[config.mk]
export PLATFORM = sky130hd
export DESIGN_NAME = spectro_frame_scheduler
export DESIGN_NICKNAME = d
export VERILOG_FILES = /design/src/rtl/spectro_frame_scheduler.sv
export SDC_FILE = /design/constraint.sdc
export NUM_CORES = 1
export LEC_CHECK = 0
export BUFFER_PORTS_ARGS = -buffer_cell sky130_fd_sc_hd__buf_2
export CAP_MARGIN = 15
export CORE_MARGIN = 5
export CORE_UTILIZATION = 50
export DETAILED_ROUTE_END_ITERATION = 8
export PLACE_DENSITY = 0.72
export SLEW_MARGIN = 25
export SYNTH_ARGS = -nofsm -noshare
export SYNTH_HDL_FRONTEND = slang
export SYNTH_SLANG_ARGS = --single-unit
[constraint.sdc]
create_clock -name clk -period 3.2 [get_ports clk]
set_input_delay 0.32 -clock clk [delete_from_list [all_inputs] [get_ports clk]]
set_output_delay 0.32 -clock clk [all_outputs]
set_load 0.01 [all_outputs]
[src/rtl/spectro_frame_scheduler.sv]
// Periodic frame scheduler: a period timer launches frames of N_CH+1 words that are
// loaded from an external mux and shifted out MSB-first, with sticky overrun detection.
module spectro_frame_scheduler #(
    parameter  int N_CH     = 15,
    parameter  int WORD_W   = 12,
    parameter  int PERIOD_W = 16,
    localparam int SEL_W    = $clog2(N_CH + 1)
) (
    input  logic                clk,
    input  logic                reset,
    input  logic                enable,
    input  logic [PERIOD_W-1:0] period,
    input  logic [WORD_W-1:0]   word_in,
    input  logic                overrun_clr,
    output logic [SEL_W-1:0]    sel,
    output logic                load,
    output logic                sdata,
    output logic                sframe,
    output logic                clear_ch,
    output logic                busy,
    output logic                overrun,
    output logic [15:0]         frame_count
);
    localparam int               BIT_W    = (WORD_W > 1) ? $clog2(WORD_W) : 1;
    localparam logic [BIT_W-1:0] LAST_BIT = BIT_W'(WORD_W - 1);
    localparam logic [SEL_W-1:0] LAST_SEL = SEL_W'(N_CH);

    typedef enum logic [1:0] {
        S_IDLE,
        S_LOAD,
        S_SHIFT,
        S_CLEAR
    } state_t;

    state_t              state_q, state_d;
    logic [PERIOD_W-1:0] timer_q, timer_d;
    logic [SEL_W-1:0]    sel_q, sel_d;
    logic [WORD_W-1:0]   shreg_q, shreg_d;
    logic [BIT_W-1:0]    bitcnt_q, bitcnt_d;
    logic                overrun_q, overrun_d;
    logic [15:0]         fcount_q, fcount_d;
    logic [PERIOD_W-1:0] period_last;
    logic                tick;
    logic                in_frame;

    // A period of 0 behaves like 1: the terminal count is 0 and the timer ticks every cycle.
    assign period_last = (period == '0) ? '0 : (period - PERIOD_W'(1));
    assign tick        = enable && (timer_q == period_last);
    assign in_frame    = (state_q != S_IDLE);

    always_comb begin
        timer_d = timer_q + PERIOD_W'(1);
        if (!enable || tick) begin
            timer_d = '0;
        end
    end

    // A tick while a frame is in flight (CLEAR included) is dropped and flagged; set beats clear.
    always_comb begin
        overrun_d = overrun_q;
        if (tick && in_frame) begin
            overrun_d = 1'b1;
        end else if (overrun_clr) begin
            overrun_d = 1'b0;
        end
    end

    always_comb begin
        state_d  = state_q;
        sel_d    = sel_q;
        shreg_d  = shreg_q;
        bitcnt_d = bitcnt_q;
        fcount_d = fcount_q;
        case (state_q)
            S_IDLE: begin
                if (tick) begin
                    state_d = S_LOAD;
                end
            end
            S_LOAD: begin
                shreg_d  = word_in;
                bitcnt_d = '0;
                state_d  = S_SHIFT;
            end
            S_SHIFT: begin
                shreg_d  = shreg_q << 1;
                bitcnt_d = bitcnt_q + BIT_W'(1);
                if (bitcnt_q == LAST_BIT) begin
                    if (sel_q == LAST_SEL) begin
                        state_d = S_CLEAR;
                    end else begin
                        sel_d   = sel_q + SEL_W'(1);
                        state_d = S_LOAD;
                    end
                end
            end
            S_CLEAR: begin
                fcount_d = fcount_q + 16'd1;
                sel_d    = '0;
                state_d  = S_IDLE;
            end
            default: begin
                state_d = S_IDLE;
            end
        endcase
    end

    always_ff @(posedge clk or posedge reset) begin
        if (reset) begin
            state_q   <= S_IDLE;
            timer_q   <= '0;
            sel_q     <= '0;
            shreg_q   <= '0;
            bitcnt_q  <= '0;
            overrun_q <= 1'b0;
            fcount_q  <= '0;
        end else begin
            state_q   <= state_d;
            timer_q   <= timer_d;
            sel_q     <= sel_d;
            shreg_q   <= shreg_d;
            bitcnt_q  <= bitcnt_d;
            overrun_q <= overrun_d;
            fcount_q  <= fcount_d;
        end
    end

    assign sel         = sel_q;
    assign load        = (state_q == S_LOAD);
    assign sframe      = (state_q == S_SHIFT);
    assign sdata       = (state_q == S_SHIFT) ? shreg_q[WORD_W-1] : 1'b0;
    assign clear_ch    = (state_q == S_CLEAR);
    assign busy        = in_frame;
    assign overrun     = overrun_q;
    assign frame_count = fcount_q;

endmodule

## Yosys cells after proc, flatten, opt, wreduce, memory -nomap -nowiden

Index checks and enable logic that the tools add are counted.

| operators by class | value |
|---|---|
| $add $sub $neg | 5 |
| equality and inequality tests | 9 |
| mux-type cells | 14 |
| reductions and logical operators | 12 |

Operators by type and width:

| cell | number |
|---|---|
| $add A16 B1 Y16 const B | 2 |
| $mux W16 | 2 |
| $pmux W12 S2 | 1 |
| $eq A16 B16 Y1 | 1 |
| $logic_not A16 Y1 | 1 |
| $pmux W4 S2 | 2 |
| $sub A16 B1 Y16 const B | 1 |
| $add A4 B1 Y4 const B | 2 |
| $eq A4 B4 Y1 const B | 2 |
| $mux W4 | 2 |
| $pmux W2 S4 | 1 |
| $reduce_bool A2 Y1 | 4 |
| $mux W2 | 3 |
| $eq A2 B2 Y1 const B | 2 |
| $ne A2 B2 Y1 const B | 2 |
| $mux W1 | 3 |
| $reduce_and A3 Y1 | 1 |
| $eq A2 B1 Y1 const B | 1 |
| $logic_and A1 B1 Y1 | 2 |
| $logic_not A2 Y1 | 1 |
| $ne A2 B1 Y1 const B | 1 |
| $reduce_and A2 Y1 | 1 |
| $logic_not A1 Y1 | 1 |
| $logic_or A1 B1 Y1 | 1 |

| word-level totals | value |
|---|---|
| register bits after elaboration | 55 |
| input port bits | 32 |
| output and inout bits | 26 |
| logic and storage cells | 47 |

## Logic depth before layout (Yosys ltp)

Gate-level depths: netlist of run 1.

| depth | value |
|---|---|
| depth after elaboration | 6 |
| gate-level depth with buffers | 12 |
| depth with buffers taken out | 10 |

## Least setup slack after synthesis of run 1

Ideal clock, no wire load.

| timing path | value |
|---|---|
| path kind | input port to flip-flop |
| start point | in period[0] |
| end point | reg state_q[1] |
| setup time | 120 ps |
| data arrival time | 2894 ps |
| data required time | 3080 ps |
| slack | 186 ps |
| stages on the path | 12 |
| path buffers | 2 |
| cell sequence | inv_1 -> ha_1 -> or3b_1 -> buf_6 -> or4_4 -> buf_6 -> o21ai_1 -> o211a_1 -> o2111ai_4 -> o41ai_2 -> a21oi_1 -> a41o_1 |

| on the way | value |
|---|---|
| longest elaborated chain between the ends | 6 |
| elaborated cells between the ends (all ways) | 7 |
| those cells by class | add/sub: 1; eq/ne: 2; mux: 1; reduce/logical: 3 |

RTL lines:

| what | line | text |
|---|---|---|
| from (decl) | 12 | `input logic [PERIOD_W-1:0] period,` |
| $sub A16 B1 Y16 / $logic_not A16 Y1 (equally long branches) | 47 | `assign period_last = (period == '0) ? '0 : (period - PERIOD_W'(1));` |
| $mux W16 * | 47 |  |
| $eq A16 B16 Y1 * | 48 | `assign tick = enable && (timer_q == period_last);` |
| $logic_and A1 B1 Y1 * | 48 |  |
| $ne A2 B2 Y1 (no line) * | - |  |
| $reduce_and A2 Y1 (no line) * | - |  |
| to (signal assigned) | 118 | `state_q <= state_d;` |
| to (decl) | 35 | `state_t state_q, state_d;` |

Every way passes the cells marked *; elsewhere a longest branch is shown, timed or not.
A chain may end at the register's enable or synchronous reset.

## Final worst setup path of run 1

Same ends and word-level chain as after synthesis.

==> key figures, run 1 <==
Global route
  • Gr usage total: 0.179
  • Grt ovf: 0
  • Initial antenna violation count: 0
  • First-pass GRT wire length: roughly 13000 um
  • Largest net degree at the start of global routing: 56
  • Vias in the first global route: 2765

Clocking
  • Root buffer cell: clkbuf_8
  • Clock H-tree levels: 2
  • CTS Buffer Depth: 2
  • Cts bufs inserted: 5
  • CTS clk-pin slew, worst paths: around 0.090 ns
  • TritonCTS clock tree: built
  • Clock Latency Late Sink: around 0.30 ns
  • Post-CTS Resized: 0
  • Clock sinks: 55
  • # Post-CTS Setup Buffers: 0
  • Hold-fix buffers, CTS: 0

Min path
  • Worst min path class: primary input to async pin

Detailed routing
  • Routed Wire Length: 7310 um
  • DR WL met3: approximately 470 um
  • Highest Signal Layer: met4
  • Per-cell routed wire length: 14.7 um
  • Met2 wire length: 3280 um
  • Metal-1 WL: about 3300 um
  • DRT Pass-1 Iters: 6
  • Remaining DRCs: 0
  • Vias per cell: roughly 5.8
  • Number of routed nets with antenna violations: 0
  • Vias: 2864
  • Iter 0 DRT Violations: between 100 and 150

Critical path
  • Endpoint type of the worst setup path: flip-flop
  • Critical R2R Launch: timer_q[0]
  • CP arrival: 3.13 ns
  • Crit Reg-Reg Endpoint: state_q[1]
  • R2R Setup Slk: ~0.85 ns
  • Crit Path Category: primary input to flip-flop
  • Worst EP required: around 3.4 ns
  • CP startpoint: period[0]
  • Reg2Reg Depth: 7
  • CP Max Fanout: 8
  • Crit path launch type: primary input

STA
  • Max_slew headroom: 0.559
  • Period utilization: 0.918
  • Worst Max-Slew Pin Slew: about 0.66 ns
  • Final Skew: roughly 0.0046 ns
  • Final setup vio count: 0
  • Setup TNS: 0 ns
  • Max-slew violation count: 0
  • Post-layout min period: between 2 and 3 ns
  • Unrepaired setup endpoints after global routing: false
  • Hold Vio Cnt, Final: 0
  • Min Hold Slack: 0.117 ns
  • FMAX: ~340 MHz

Logic synthesis
  • Synth Register Bits: 55
  • Synth Warn #: 0
  • Post-synth top area share: 0.408
  • Most numerous cell in the Yosys netlist: dfrtp_1
  • Top cells by count, synth: 55 x dfrtp_1, 42 x nor2_1, 33 x xnor2_1, 25 x nand2_1, 22 x nand3_1
  • Synthesized area: ~3400 um^2
  • Post-synth net total: around 400
  • Primary FF master, synth: dfrtp_1
  • Syn Inst Count: 363
  • Number of synthesized flops with an enable pin: 0
  • Syn_area_per_cell: ~9.3 um^2
  • Synth unique cells: 57
  • Yosys top cell by area: dfrtp_1
  • Synth area leaders: dfrtp_1 41%, xnor2_1 8.6%, nor2_1 4.7%, mux2i_1 3.9%, ha_1 3.7%
  • Sequential share of the synthesized area: 0.408
  • FFs w/ async S/R, synth: 1.00

Die
  • Die area: 8480 um^2
  • Core box area: between 6000 and 7000 um^2
  • Num rows: 30
  • # IOs: 58
  • Starting Density: 0.504
  • Die Y: roughly 90 um
  • Die Width: ~92 um

Finish
  • Final instance area: ~3800 um^2
  • Ant diodes: 0
  • Layout cells sized above 1: 0.203
  • Fin nets: between 400 and 500
  • Layout area overhead: 13.5%
  • Final Non-Filler Cells: approximately 500

Pwr
  • Leak: 1.86 nW
  • Worst VDD drop: ~0.28 mV
  • Cell Pwr Density: 321 nW/um^2

Placed design
  • # port buffers: 57
  • Dpl hpwl: ~5500 um
  • Placed insts: 490
  • Area after DPL: approximately 3700 um^2
  • GPL Wtd Cong: a little over 0.9

Run
  • Number of maximum-capacitance violations: 0

Run status
  • Status: finished, final reports clean
==> sequential cells by signal (all words and copies together) (netlist names) <==
name,cells
overrun,1
bitcnt_q,4
sel,4
state_q,2
timer_q,16
shreg_q,12
frame_count,16
==> routing by layer <==
metal / track usage / vias to the layer above
li1: - / 1386
met3: 0.0361 / 25
met5: 0 / -
met4: 0.0755 / 0
met1: 0.239 / 1353
met2: 0.282 / 100
==> final cells by class <==
type	instances	area, um^2
tap	80	100
timing repair buffer	64	338
fill	605	2860
clock buffer	8	100
multi-input combinational	272	1840
inverter	19	73.8
sequential	55	1380
==> where the power goes <==
part	switching [W]	total (W)	internal [W]
registers	0.00000641	0.000705	0.000699
logic	0.0000682	0.000117	0.0000485
clock network	0.000206	0.000404	0.000198
==> layout by cell type (no fill, tap or decap), types with 10 or more instances in the layout <==
master,netlist,final
nor3_1,15,15
xnor2_1,33,33
nand2_1,25,25
ha_1,10,10
xor2_1,10,10
buf_2,0,57
nor2_1,42,42
dfrtp_1,55,55
nand3_1,22,22
inv_1,19,18
mux2i_1,13,13
a21oi_1,20,20
==> worst max-delay path: stages <==
cell	delay, ns
buf_2	0.13
inv_1	0.06
ha_1	0.17
or3b_1	0.44
or4_4	0.61
a221oi_2	0.26
o2111ai_1	0.27
o41ai_2	0.55
a21oi_1	0.13
a41o_1	0.21
==> how the worst max path moves through the flow <==
| stage | end | depth (start not counted) |
|---|---|---|
| 2_1_floorplan | state_q[1] | 12 |
| 3_3_place_gp | state_q[1] | 11 |
| 3_5_place_dp | state_q[1] | 10 |
| 4_1_cts | state_q[1] | 10 |
| 5_1_grt | state_q[1] | 11 |
| 6_report | state_q[1] | 10 |
==> metrics by stage <==
| step | setup slack, ns | util | total power [W] |
|---|---|---|---|
| after CTS | 0.289 | 0.572 | 0.00124 |
| after global placement | 0.0364 | 0.557 | 0.000833 |
| final | 0.262 | 0.572 | 0.00123 |
| after global routing | 0.106 | 0.572 | 0.00128 |
| after detailed placement | -0.0445 | 0.557 | 0.000836 |
| after floorplan | 0.186 | - | 0.000791 |
==> kinds of logic after synthesis <==
kind of cell    after synthesis  share of synthesized area
compound gates               63                      0.143
xor+xnor                     43                      0.112
fa+ha+maj                    10                     0.0371
buf+inv                      36                     0.0468
flops                        55                      0.408
mux                          14                     0.0419
simple gates                142                      0.212
(Power assumes the default switching activity.)
==> run 2, diff against run 1 <==
--- a/config.mk
+++ b/config.mk
@@ -5,10 +5,12 @@
 export SDC_FILE = /design/constraint.sdc
 export NUM_CORES = 1
 export LEC_CHECK = 0
+export ABC_AREA = 1
 export BUFFER_PORTS_ARGS = -buffer_cell sky130_fd_sc_hd__buf_2
 export CAP_MARGIN = 15
 export CORE_MARGIN = 5
 export CORE_UTILIZATION = 50
+export CTS_CLUSTER_SIZE = 10
 export DETAILED_ROUTE_END_ITERATION = 8
 export PLACE_DENSITY = 0.72
 export SLEW_MARGIN = 25
==> key figures, run 2 <==
Global route
  • Largest net degree at the start of global routing: 36
  • Initial antenna violation count: 0
  • Grt ovf: 0
  • Vias in the first global route: between 2000 and 3000
  • Gr usage total: 0.173
  • First-pass GRT wire length: roughly 12000 um

Detailed routing
  • Routed Wire Length: around 6900 um
  • Vias per cell: between 5 and 6
  • Iter 0 DRT Violations: 84
  • Vias: a little under 3000
  • Number of routed nets with antenna violations: 0
  • Remaining DRCs: 0
  • DRT Pass-1 Iters: 4
  • Per-cell routed wire length: 11.6 um

Pwr
  • Internal Power: 0.00142 W
  • Sw Share: 0.368
  • P_sw: 0.000826 W
  • Share of total power in the clock network: 0.210
  • Seq pwr share: 0.421
  • Worst VDD drop: 0.487 mV
  • Combinational cell fraction of total power: 0.369
  • Cell Pwr Density: 572 nW/um^2
  • Leak: 2.01 nW

Die
  • Num rows: 30
  • Die Width: a little over 90 um
  • # IOs: 58
  • Die Y: between 90 and 100 um
  • Starting Density: 0.512
  • Die area: 8680 um^2
  • Core box area: ~6800 um^2

Critical path
  • Endpoint type of the worst setup path: flip-flop
  • Crit Path Category: flip-flop to flip-flop
  • R2R Setup Slk: 1.02 ns
  • CP Max Fanout: 4
  • Worst EP required: 3.40 ns
  • CP arrival: ~2.4 ns
  • Crit path launch type: flip-flop

Run
  • Number of maximum-capacitance violations: 0

Finish
  • Post-layout util: 0.581
  • Commonest non-fill, non-tap cell in the layout: nand2_1
  • Filler cells: 665
  • Final instance area: 3920 um^2
  • Most frequent cells in the layout: 115 x nand2_1, 66 x inv_1, 57 x buf_2, 55 x dfrtp_1, 47 x nor2_1
  • Final Non-Filler Cells: between 500 and 600
  • Layout area overhead: 13.5%
  • Layout cells sized above 1: 0.191
  • Fin nets: 554
  • Ant diodes: 0

STA
  • FMAX: 459 MHz
  • Period utilization: 0.680
  • Final setup margin: 1.02 ns
  • Post-layout min period: 2.18 ns
  • Worst Max-Slew Pin Slew: 0.803 ns
  • Max-slew violation count: 0
  • Setup TNS: 0 ns
  • Max_slew headroom: 0.463
  • Final setup vio count: 0
  • Final Skew: 0.00567 ns
  • Unrepaired setup endpoints after global routing: false
  • Hold Vio Cnt, Final: 0

Logic synthesis
  • Primary FF master, synth: dfrtp_1
  • FFs w/ async S/R, synth: 1.00
  • Yosys top cell by area: dfrtp_1
  • Synth Warn #: 0
  • Top cells by count, synth: 115 x nand2_1, 67 x inv_1, 55 x dfrtp_1, 47 x nor2_1, 29 x nand3_1
  • Sequential share of the synthesized area: 0.398
  • Synth unique cells: 33
  • Post-synth top area share: 0.398
  • Post-synth net total: just under 500
  • Syn Inst Count: around 450
  • Syn_area_per_cell: about 7.6 um^2
  • Number of synthesized flops with an enable pin: 0
  • Most numerous cell in the Yosys netlist: nand2_1
  • Synth Register Bits: 55
  • Synthesized area: ~3500 um^2
  • Synth area leaders: dfrtp_1 40%, nand2_1 12%, inv_1 7.3%, nor2_1 5.1%, xor2_1 4.8%

Clocking
  • Cts bufs inserted: 5
  • Hold-fix buffers, CTS: 0
  • Clock sinks: 55
  • Root buffer cell: clkbuf_8
  • CTS Buffer Depth: 2
  • Clock H-tree levels: 2
  • Clock Latency Late Sink: about 0.3 ns
  • # Post-CTS Setup Buffers: 0
  • Post-CTS Resized: 0
  • TritonCTS clock tree: built
  • CTS clk-pin slew, worst paths: around 0.09 ns

Placed design
  • GPL Wtd Cong: slightly below 0.8
  • # port buffers: between 50 and 60
  • Dpl ws: 0.891 ns
  • Placed insts: 585
  • Dpl hpwl: 5420 um
  • Area after DPL: approximately 3800 um^2

Run status
  • Status: finished, final reports clean

Min path
  • Worst min path class: primary input to async pin
## run 2: kinds of logic (layout without fill, tap and decap cells)
logic type	after synthesis	count (layout)	synth area share
adder cells (fa/ha/maj)	10	10	0.0362
buffers and inverters	76	135	0.0901
XOR/XNOR	24	24	0.0608
AO/OA/AOI/OAI	37	37	0.0706
flip-flops	55	55	0.398
AND/OR/NAND/NOR	252	252	0.344
## run 2: metrics by stage
stage / power (W) / hold slack [ns]
3_3_place_gp: 0.00176 / 0.454
6_report: 0.00224 / 0.115
2_1_floorplan: 0.00155 / 0.429
4_1_cts: 0.00227 / 0.144
5_1_grt: 0.00244 / 0.182
3_5_place_dp: 0.00179 / 0.456
## run 2: power by group through the flow
stage | clock network, W | registers [W] | logic [W]
floorplan | 0 | 0.000957 | 0.000590
global placement | 0 | 0.000951 | 0.000810
detailed placement | 0 | 0.000958 | 0.000836
CTS | 0.000480 | 0.000946 | 0.000842
global route | 0.000513 | 0.000968 | 0.000963
finish | 0.000470 | 0.000944 | 0.000828
## run 2: layout make-up
class                   count  area (um^2)  share of cell area
clock inverters             2         35.0             0.00893
flip-flops and latches     55         1380               0.351
multi-input cells         323         1770               0.451
well taps                  80          100              0.0255
inverters                  67          251              0.0641
repair buffers             60          308              0.0785
clock buffers               6         82.6              0.0211
## run 2: critical path, cell delays in order, from the launching register on
cell	delay, ns
dfrtp_1	0.45
ha_1	0.22
nand4_1	0.12
nor2_1	0.15
nand2_1	0.08
nor3_1	0.26
nand2_1	0.13
nor2_1	0.14
nand2_1	0.10
nor3_1	0.18
xor2_1	0.17
nor2_1	0.05
## run 2: metal layers
layer	global-route usage	up-vias	share of wire
met5	0	-	0
met4	0.0476	0	0.0099
met3	0.0322	6	0.040
met2	0.299	54	0.47
met1	0.221	1350	0.48
li1	-	1571	-
## run 2: path summary, 6_finish.rpt
path                                 start         endpoint  cells after the start
min                                  reset  frame_count[11]                      2
max                             timer_q[0]      timer_q[14]                     11
min in group clk               overrun_clr          overrun                      2
max in group asynchronous            reset           sel[1]                      3
max reg2reg                     timer_q[0]      timer_q[14]                     11
min reg2reg                frame_count[15]  frame_count[15]                      1
